## src/rtl/rca_pkg.sv

```systemverilog
// Shared definitions for the sequential slice-adder controller.
// The package holds the FSM encoding, the slice width and a carry helper used by the slice adder.
package rca_pkg;

  localparam int SLICE_W = 16;

  typedef enum logic [1:0] {
    ST_IDLE = 2'd0,
    ST_RUN  = 2'd1,
    ST_DONE = 2'd2
  } state_e;

  // Majority function: carry-out of a single full-adder bit.
  function automatic logic fa_carry(input logic a, input logic b, input logic c);
    return (a & b) | (c & (a ^ b));
  endfunction

endpackage

```

## src/rtl/rca_16b.sv

```systemverilog
// 16-bit ripple-carry adder slice; purely combinational.
module rca_16b
  import rca_pkg::*;
(
  input  logic [SLICE_W-1:0] a_i,
  input  logic [SLICE_W-1:0] b_i,
  input  logic               cin_i,
  output logic [SLICE_W-1:0] sum_o,
  output logic               cout_o
);

  logic [SLICE_W:0] carry;

  assign carry[0] = cin_i;

  generate
    for (genvar gi = 0; gi < SLICE_W; gi++) begin : g_fa
      assign sum_o[gi]     = a_i[gi] ^ b_i[gi] ^ carry[gi];
      assign carry[gi + 1] = fa_carry(a_i[gi], b_i[gi], carry[gi]);
    end
  endgenerate

  assign cout_o = carry[SLICE_W];

endmodule

```

## src/rtl/rca_80b_seq_ctrl.sv

```systemverilog
// 80-bit A+B+Cin computed over NSLICE cycles by one shared rca_16b, LSB slice first.
// Valid/ready handshake on both the operand and the result side.
module rca_80b_seq_ctrl
  import rca_pkg::*;
#(
  parameter int WIDTH = 80,
  parameter int SLICE = SLICE_W
) (
  input  logic             clk,
  input  logic             rst_n,
  input  logic             in_valid,
  output logic             in_ready,
  input  logic [WIDTH-1:0] A,
  input  logic [WIDTH-1:0] B,
  input  logic             Cin,
  output logic             out_valid,
  input  logic             out_ready,
  output logic [WIDTH-1:0] S,
  output logic             Cout,
  output logic             busy
);

  localparam int NSLICE = WIDTH / SLICE;
  localparam int IDX_W  = $clog2(NSLICE);
  localparam logic [IDX_W-1:0] LAST_IDX = IDX_W'(NSLICE - 1);

  state_e            state_q;
  logic [IDX_W-1:0]  idx_q;
  logic              carry_q;
  logic [WIDTH-1:0]  a_q;
  logic [WIDTH-1:0]  b_q;
  logic [WIDTH-1:0]  s_q;
  logic [WIDTH-1:0]  s_d;
  logic              cout_q;
  logic              out_valid_q;
  logic              busy_q;

  logic [SLICE-1:0]  a_slice [NSLICE];
  logic [SLICE-1:0]  b_slice [NSLICE];
  logic [SLICE-1:0]  a_cur;
  logic [SLICE-1:0]  b_cur;
  logic [SLICE-1:0]  slice_sum;
  logic              slice_cout;
  logic              accept;

  assign in_ready = (state_q == ST_IDLE) | ((state_q == ST_DONE) & out_ready);
  assign accept   = in_valid & in_ready;

  generate
    for (genvar gi = 0; gi < NSLICE; gi++) begin : g_slice
      assign a_slice[gi] = a_q[gi*SLICE +: SLICE];
      assign b_slice[gi] = b_q[gi*SLICE +: SLICE];
    end
  endgenerate

  always_comb begin
    a_cur = '0;
    b_cur = '0;
    for (int i = 0; i < NSLICE; i++) begin
      if (idx_q == IDX_W'(i)) begin
        a_cur = a_slice[i];
        b_cur = b_slice[i];
      end
    end
  end

  rca_16b u_slice_adder (
    .a_i    (a_cur),
    .b_i    (b_cur),
    .cin_i  (carry_q),
    .sum_o  (slice_sum),
    .cout_o (slice_cout)
  );

  // Write the freshly computed slice back into its position of the sum register.
  always_comb begin
    s_d = s_q;
    for (int i = 0; i < NSLICE; i++) begin
      if (idx_q == IDX_W'(i)) begin
        s_d[i*SLICE +: SLICE] = slice_sum;
      end
    end
  end

  always_ff @(posedge clk) begin
    if (!rst_n) begin
      state_q     <= ST_IDLE;
      idx_q       <= '0;
      carry_q     <= 1'b0;
      a_q         <= '0;
      b_q         <= '0;
      s_q         <= '0;
      cout_q      <= 1'b0;
      out_valid_q <= 1'b0;
      busy_q      <= 1'b0;
    end else begin
      case (state_q)
        ST_IDLE: begin
          if (accept) begin
            a_q         <= A;
            b_q         <= B;
            carry_q     <= Cin;
            idx_q       <= '0;
            s_q         <= '0;
            state_q     <= ST_RUN;
            busy_q      <= 1'b1;
            out_valid_q <= 1'b0;
          end
        end
        ST_RUN: begin
          s_q     <= s_d;
          carry_q <= slice_cout;
          if (idx_q == LAST_IDX) begin
            cout_q      <= slice_cout;
            idx_q       <= '0;
            state_q     <= ST_DONE;
            busy_q      <= 1'b0;
            out_valid_q <= 1'b1;
          end else begin
            idx_q <= idx_q + 1'b1;
          end
        end
        ST_DONE: begin
          // An accept here implies out_ready, so the result is taken in the same cycle.
          if (accept) begin
            a_q         <= A;
            b_q         <= B;
            carry_q     <= Cin;
            idx_q       <= '0;
            s_q         <= '0;
            state_q     <= ST_RUN;
            busy_q      <= 1'b1;
            out_valid_q <= 1'b0;
          end else if (out_ready) begin
            state_q     <= ST_IDLE;
            out_valid_q <= 1'b0;
          end
        end
        default: begin
          state_q     <= ST_IDLE;
          idx_q       <= '0;
          busy_q      <= 1'b0;
          out_valid_q <= 1'b0;
        end
      endcase
    end
  end

  assign S         = s_q;
  assign Cout      = cout_q;
  assign out_valid = out_valid_q;
  assign busy      = busy_q;

endmodule

```

## config.mk

```make
export PLATFORM = sky130hd
export DESIGN_NAME = rca_80b_seq_ctrl
export DESIGN_NICKNAME = d
export VERILOG_FILES = /design/src/rtl/rca_pkg.sv /design/src/rtl/rca_16b.sv /design/src/rtl/rca_80b_seq_ctrl.sv
export SDC_FILE = /design/constraint.sdc
export NUM_CORES = 1
export LEC_CHECK = 0
export ABC_AREA = 1
export CORE_UTILIZATION = 41
export DETAILED_ROUTE_END_ITERATION = 12
export PLACE_DENSITY_LB_ADDON = 0.15
export SLEW_MARGIN = 15
export SYNTH_ARGS = -nofsm -noshare
export SYNTH_HDL_FRONTEND = slang
export SYNTH_SLANG_ARGS = --single-unit
export TNS_END_PERCENT = 30
```

## constraint.sdc

```tcl
create_clock -name clk -period 19.2 [get_ports clk]
set_input_delay 3.84 -clock clk [delete_from_list [all_inputs] [get_ports clk]]
set_output_delay 3.84 -clock clk [all_outputs]
set_load 0.02 [all_outputs]
```

; ---- Word-level counts from Yosys, hierarchy flattened
; Cells that the tools add are included.
[word_totals]
wordCells = 160
reg_bits = 249
out_inout_bits = 84
[op_classes]
n_eq_ne = 14
n_bitwise = 83
muxes = 35
n_addsub = 1
n_reduce_logical = 14
[op_table]
columns = cell, count
row1 = $mux W16, 15
row2 = $pmux W80 S2, 1
row3 = $mux W80, 1
row4 = $and A1 B1 Y1, 34
row5 = $xor A1 B1 Y1, 32
row6 = $reduce_and A3 Y1, 6
row7 = $or A1 B1 Y1, 17
row8 = $ne A2 B2 Y1 const B, 6
row9 = $mux W2, 4
row10 = $reduce_and A2 Y1, 4
row11 = $mux W1, 7
row12 = $eq A3 B2 Y1 const B, 2
row13 = $mux W3, 2
row14 = $pmux W2 S3, 1
row15 = $pmux W3 S2, 1
row16 = $pmux W1 S2, 2
row17 = $add A3 B1 Y3 const B, 1
row18 = $eq A3 B1 Y1 const B, 1
row19 = $eq A3 B3 Y1 const B, 1
row20 = $logic_not A3 Y1, 1
row21 = $ne A3 B3 Y1 const B, 1
row22 = $pmux W1 S3, 1
row23 = $eq A2 B1 Y1 const B, 1
row24 = $eq A2 B2 Y1 const B, 1
row25 = other kinds (4), 4

; ---- Logic depth before layout (Yosys ltp)
[logic_depth]
depth_word = 40
depth_mapped = 33
ltp_nobuf = 32

; ---- By module
; Synthesis repeated with hierarchy kept, for this count alone.
[hier_totals]
hier_cells = 1607
hier_area_um2 = 11199.5
[modules_own_cells]
columns = mod, n_inst, cells_per_inst, area_per_inst_um2, seq_area_each_um2
row1 = rca_80b_seq_ctrl, 1, 1581, 10841.6, 4964.8
row2 = rca_16b, 1, 26, 357.8, 0.0

; ---- Least setup slack after synthesis
; Ideal clock, no wire load.
[synth_timing]
path_kind = register -> register
start = reg idx_q[1]
end = reg s_q[63], in the netlist S[63]
n_path_buf = 3
synth_period_minus_slack_ns = 8.534
stages_incl_launch_ff = 33
setup_time_ns = 0.116
path_slack_ns = 10.666
arrival_time_ns = 8.419
required_ns = 19.084
cell_sequence = dfxtp_1 -> ha_1 -> ha_1 -> buf_2 -> inv_1 -> clkbuf_2 -> clkbuf_1 -> o21ai_0 -> inv_1 -> nand2_1 -> a21oi_1 -> fa_1 -> fa_1 -> fa_1 -> fa_1 -> fa_1 -> fa_1 -> fa_1 -> fa_1 -> fa_1 -> fa_1 -> fa_1 -> fa_1 -> fa_1 -> inv_1 -> fa_1 -> fa_1 -> inv_1 -> fa_1 -> nand2_1 -> inv_1 -> nor2_1 -> nor2_1
[synth_via]
elab_chain_len = 40
[synth_lines]
columns = item, line
row1 = start: declaration, rca_80b_seq_ctrl.sv:28  ; logic [IDX_W-1:0] idx_q;
row2 = start signal: assignment, rca_80b_seq_ctrl.sv:120  ; idx_q <= idx_q + 1'b1;
row3 = $logic_not A3 Y1, rca_80b_seq_ctrl.sv:60  ; if (idx_q == IDX_W'(i)) begin
row4 = $mux W16 (5 in series), rca_80b_seq_ctrl.sv:60
row5 = $xor A1 B1 Y1, rca_pkg.sv:15  ; return (a & b) | (c & (a ^ b));
row6 = $and A1 B1 Y1, rca_pkg.sv:15
row7 = $or A1 B1 Y1, rca_pkg.sv:15
row8 = $and A1 B1 Y1, rca_pkg.sv:15
row9 = $or A1 B1 Y1, rca_pkg.sv:15
row10 = $and A1 B1 Y1, rca_pkg.sv:15
row11 = [20 not listed], n/a
row12 = $or A1 B1 Y1, rca_pkg.sv:15
row13 = $and A1 B1 Y1, rca_pkg.sv:15
row14 = $or A1 B1 Y1, rca_pkg.sv:15
row15 = $and A1 B1 Y1, rca_pkg.sv:15
row16 = $or A1 B1 Y1, rca_pkg.sv:15
row17 = $xor A1 B1 Y1, rca_16b.sv:18  ; assign sum_o[gi] = a_i[gi] ^ b_i[gi] ^ carry[gi];
row18 = $mux W16, rca_80b_seq_ctrl.sv:79  ; if (idx_q == IDX_W'(i)) begin
row19 = $pmux W80 S2, rca_80b_seq_ctrl.sv:97  ; case (state_q)
row20 = end signal: assignment, rca_80b_seq_ctrl.sv:92  ; s_q <= '0;
row21 = end signal: assignment, rca_80b_seq_ctrl.sv:104  ; s_q <= '0;
row22 = end signal: assignment, rca_80b_seq_ctrl.sv:111  ; s_q <= s_d;
row23 = end: declaration, rca_80b_seq_ctrl.sv:32  ; logic [WIDTH-1:0] s_q;
; Parallel ways exist; a longest one is shown, timed or not. The select of a mux whose other input is x is not followed.
; A chain may end at the register's enable or synchronous reset.

; ---- Worst setup path in the final report
[layout_timing]
start = reg idx_q[1]
end = reg s_q[79], in the netlist S[79]
; The elaborated chain is that of the path after synthesis.

==> impl_metrics.env <==
export IMPL_syn_area_um2=11250
export IMPL_grt_overflow_total=0
export IMPL_place_congestion=0.9138
export IMPL_drive_above_1_share_pct=4.283
export IMPL_synth_avg_cell_area_um2=7.002
export IMPL_synth_distinct_cells=26
export IMPL_slew_headroom_pct=31.46
export IMPL_clock_skew_ns=0.01845
export IMPL_numClockSinks=248
export IMPL_cts_hold_buf=0
export IMPL_clk_pin_slew_worst_paths_ns=0.06
export IMPL_cts_buffers=27
export IMPL_ant_nets=0
export IMPL_critPathLaunch="idx_q[1]"
export IMPL_period_needed_ns=9.476
export IMPL_die_area_um2=28110
export IMPL_worst_pin_slew_ns=1.028
export IMPL_syn_inst=1607
export IMPL_min_from="a_q[46]"
export IMPL_areaGrowthSynthToFinish_pct=29.61
export IMPL_grt_util_all_layers_pct=24.24
export IMPL_power_leakage_nw=6.192
export IMPL_start_util_pct=41.75
export IMPL_antenna_cells=0
export IMPL_cts_root_buf="clkbuf_16"
export IMPL_critPathMostFrequentCell="fa_1"
export IMPL_cp_max_fo=18
export IMPL_reg2reg_from="idx_q[1]"
export IMPL_cts_resized=0
export IMPL_post_route_drc_count=0
export IMPL_power_density_nw_per_um2=94.36
export IMPL_hold_viol=0
export IMPL_crit_arrival_ns=9.95
export IMPL_grt_pass1_wl_um=53790
export IMPL_yosys_warnings=0
export IMPL_vdd_drop_max_mv=0.05264
export IMPL_routed_via_density=5.037
export IMPL_yosysTopAreaCell="dfxtp_1"
export IMPL_endpoint_kind="register"
export IMPL_synth_net_count=1793
export IMPL_grt_setup_unrepaired="false"
export IMPL_status="finished, final reports clean"
export IMPL_cts_tree="built"
export IMPL_dpl_hpwl_um=24730
export IMPL_setup_viol=0
export IMPL_synth_top_area_share_pct=44.12
export IMPL_cts_buffer_depth=3
export IMPL_die_x_um=167.7
export IMPL_grt_antenna_before_repair=0
export IMPL_nets=1965
export IMPL_hp_class="register to register"
export IMPL_dieHeight_um=167.7
export IMPL_ys_ff_latch=248
export IMPL_post_cts_buffers=0
export IMPL_wire_per_inst_um=16.16
export IMPL_fin_util_pct=54.11
export IMPL_fmax_ghz=0.1055
export IMPL_numPortBuffers=248
export IMPL_drt_iter0_markers=1017
export IMPL_std_cell_rows=60
export IMPL_critPathRequiredTime_ns=19.68
export IMPL_grt_max_degree=113
export IMPL_slew_violations=0
export IMPL_vias=10770
export IMPL_cpMaxStageDelayCell="fa_1"
export IMPL_drtPass1Iterations=7
export IMPL_slowest_delay_ns=0.47
export IMPL_fin_setup_tns_ns=0
export IMPL_grt_pass1_vias=9877
export IMPL_clkLatencyLatePin_ns=0.54
export IMPL_synth_area_leaders="dfxtp_1 (44%), nand2_1 (12%), a21oi_1 (9.2%)"
export IMPL_cts_htree_levels=1
export IMPL_wl_um=34560
export IMPL_path_class="register to register"
export IMPL_ioPinCount=249
export IMPL_drv_cap=0
export IMPL_core_area_um2=26950
export IMPL_start_kind="register"
export IMPL_finalCritPeriodShare_pct=49.35
export IMPL_ys_seq_area_share_pct=44.12
-- flip-flops by register name, indices dropped and copies added, names as in the netlist --
name       cells
S             80
out_valid      1
b_q           80
busy           1
idx_q          3
state_q        1
a_q           80
carry_q        1
Cout           1
-- per-stage QoR --
| step | hold slack (ns) | worst slack [ns] | cell area (um2) | power, mW | instances |
|---|---|---|---|---|---|
| after floorplan | 0.4245 | 10.67 | 11250 | 0.7425 | 1607 |
| after global placement | 0.4374 | 9.781 | 13670 | 0.8532 | 2091 |
| after detailed placement | 0.4442 | 9.758 | 13670 | 0.8569 | 2091 |
| after CTS | 0.4531 | 9.707 | 14580 | 1.383 | 2139 |
| after global routing | 0.4731 | 9.148 | 14580 | 1.437 | 2139 |
| final | 0.4565 | 9.724 | 14580 | 1.376 | 2139 |
-- path summary, 6_finish.rpt --
path,slack [ns],to,cells past startpoint
max reg2reg,9.72,S[79],33
max,9.72,S[79],33
min reg2reg,0.46,a_q[46],2
min,0.46,a_q[46],2
-- area by class of cell --
cell class | count | area [um2]
fillers | 2629 | 12370
multi-input cells | 1069 | 5059
flip-flops and latches | 248 | 4965
repair buffers | 259 | 2560
clock buffers | 43 | 835.8
inverters | 174 | 659.4
well taps | 341 | 426.7
clock inverters | 5 | 78.83
-- cell usage in the layout, fill, tap and decap left out --
master           netlist  layout
inv_2                  6       6
nor2_2                 2       2
nand2_1              353     353
o21ai_1                8       7
clkbuf_8               0      10
o21ai_0              157     157
nor2_4                 1       1
fa_1                  16      16
clkdlybuf4s50_1        0     246
inv_6                  1       2
clkbuf_16              0      27
clkinv_2               0       3
a21oi_4                0       1
nand2_2                5       5
ha_1                   5       5
dfxtp_1              248     248
buf_4                  2      13
clkbuf_1              52       6
o21ai_2                1       2
bufinv_16              0       2
a21oi_1              207     206
inv_1                166     166
or2_2                  2       2
nand3_1              122     122
nand3_4                1       1
o21bai_1              16      16
nor2_1               173     173
-- synthesized netlist by cell type (all sizes together) --
library cell / n
o21bai: 16
buf: 62
nor2: 176
inv: 173
clkbuf: 54
nand3: 123
fa: 16
clkinv: 1
o21ai: 166
a21oi: 207
dfxtp: 248
nand2: 358
ha: 5
or2: 2
-- logic make-up after synthesis --
| group | Yosys count | share of synthesized area (%) |
|---|---|---|
| AO/OA/AOI/OAI | 389 | 17.69 |
| flip-flops | 248 | 44.12 |
| adder cells (fa/ha/maj) | 21 | 3.403 |
| AND/OR/NAND/NOR | 659 | 23.73 |
| buffers and inverters | 290 | 11.05 |
-- report_power, final --
| part | internal, mW | switching, mW | leakage, nW | total, mW |
|---|---|---|---|---|
| sequential | 0.557 | 0.0228 | 2.04 | 0.580 |
| clock | 0.323 | 0.206 | 0.452 | 0.529 |
| combinational | 0.108 | 0.159 | 3.69 | 0.267 |
| total | 0.988 | 0.388 | 6.19 | 1.38 |
-- routing by layer --
metal	share of wire [%]	track usage [%]
met1	45	33.94
met2	45	38.53
met3	6.6	3.191
met4	3.0	7.858
met5	0	0
-- critical path: cells and delay by family (launching register included) --
kind                     cells  cell delay (ns)
AO/OA/AOI/OAI                1             0.09
adder cells (fa/ha/maj)     17             7.15
buffers and inverters        5             0.82
flip-flops                   1             0.39
AND/OR/NAND/NOR             10             0.96
(Power assumes the default switching activity.)
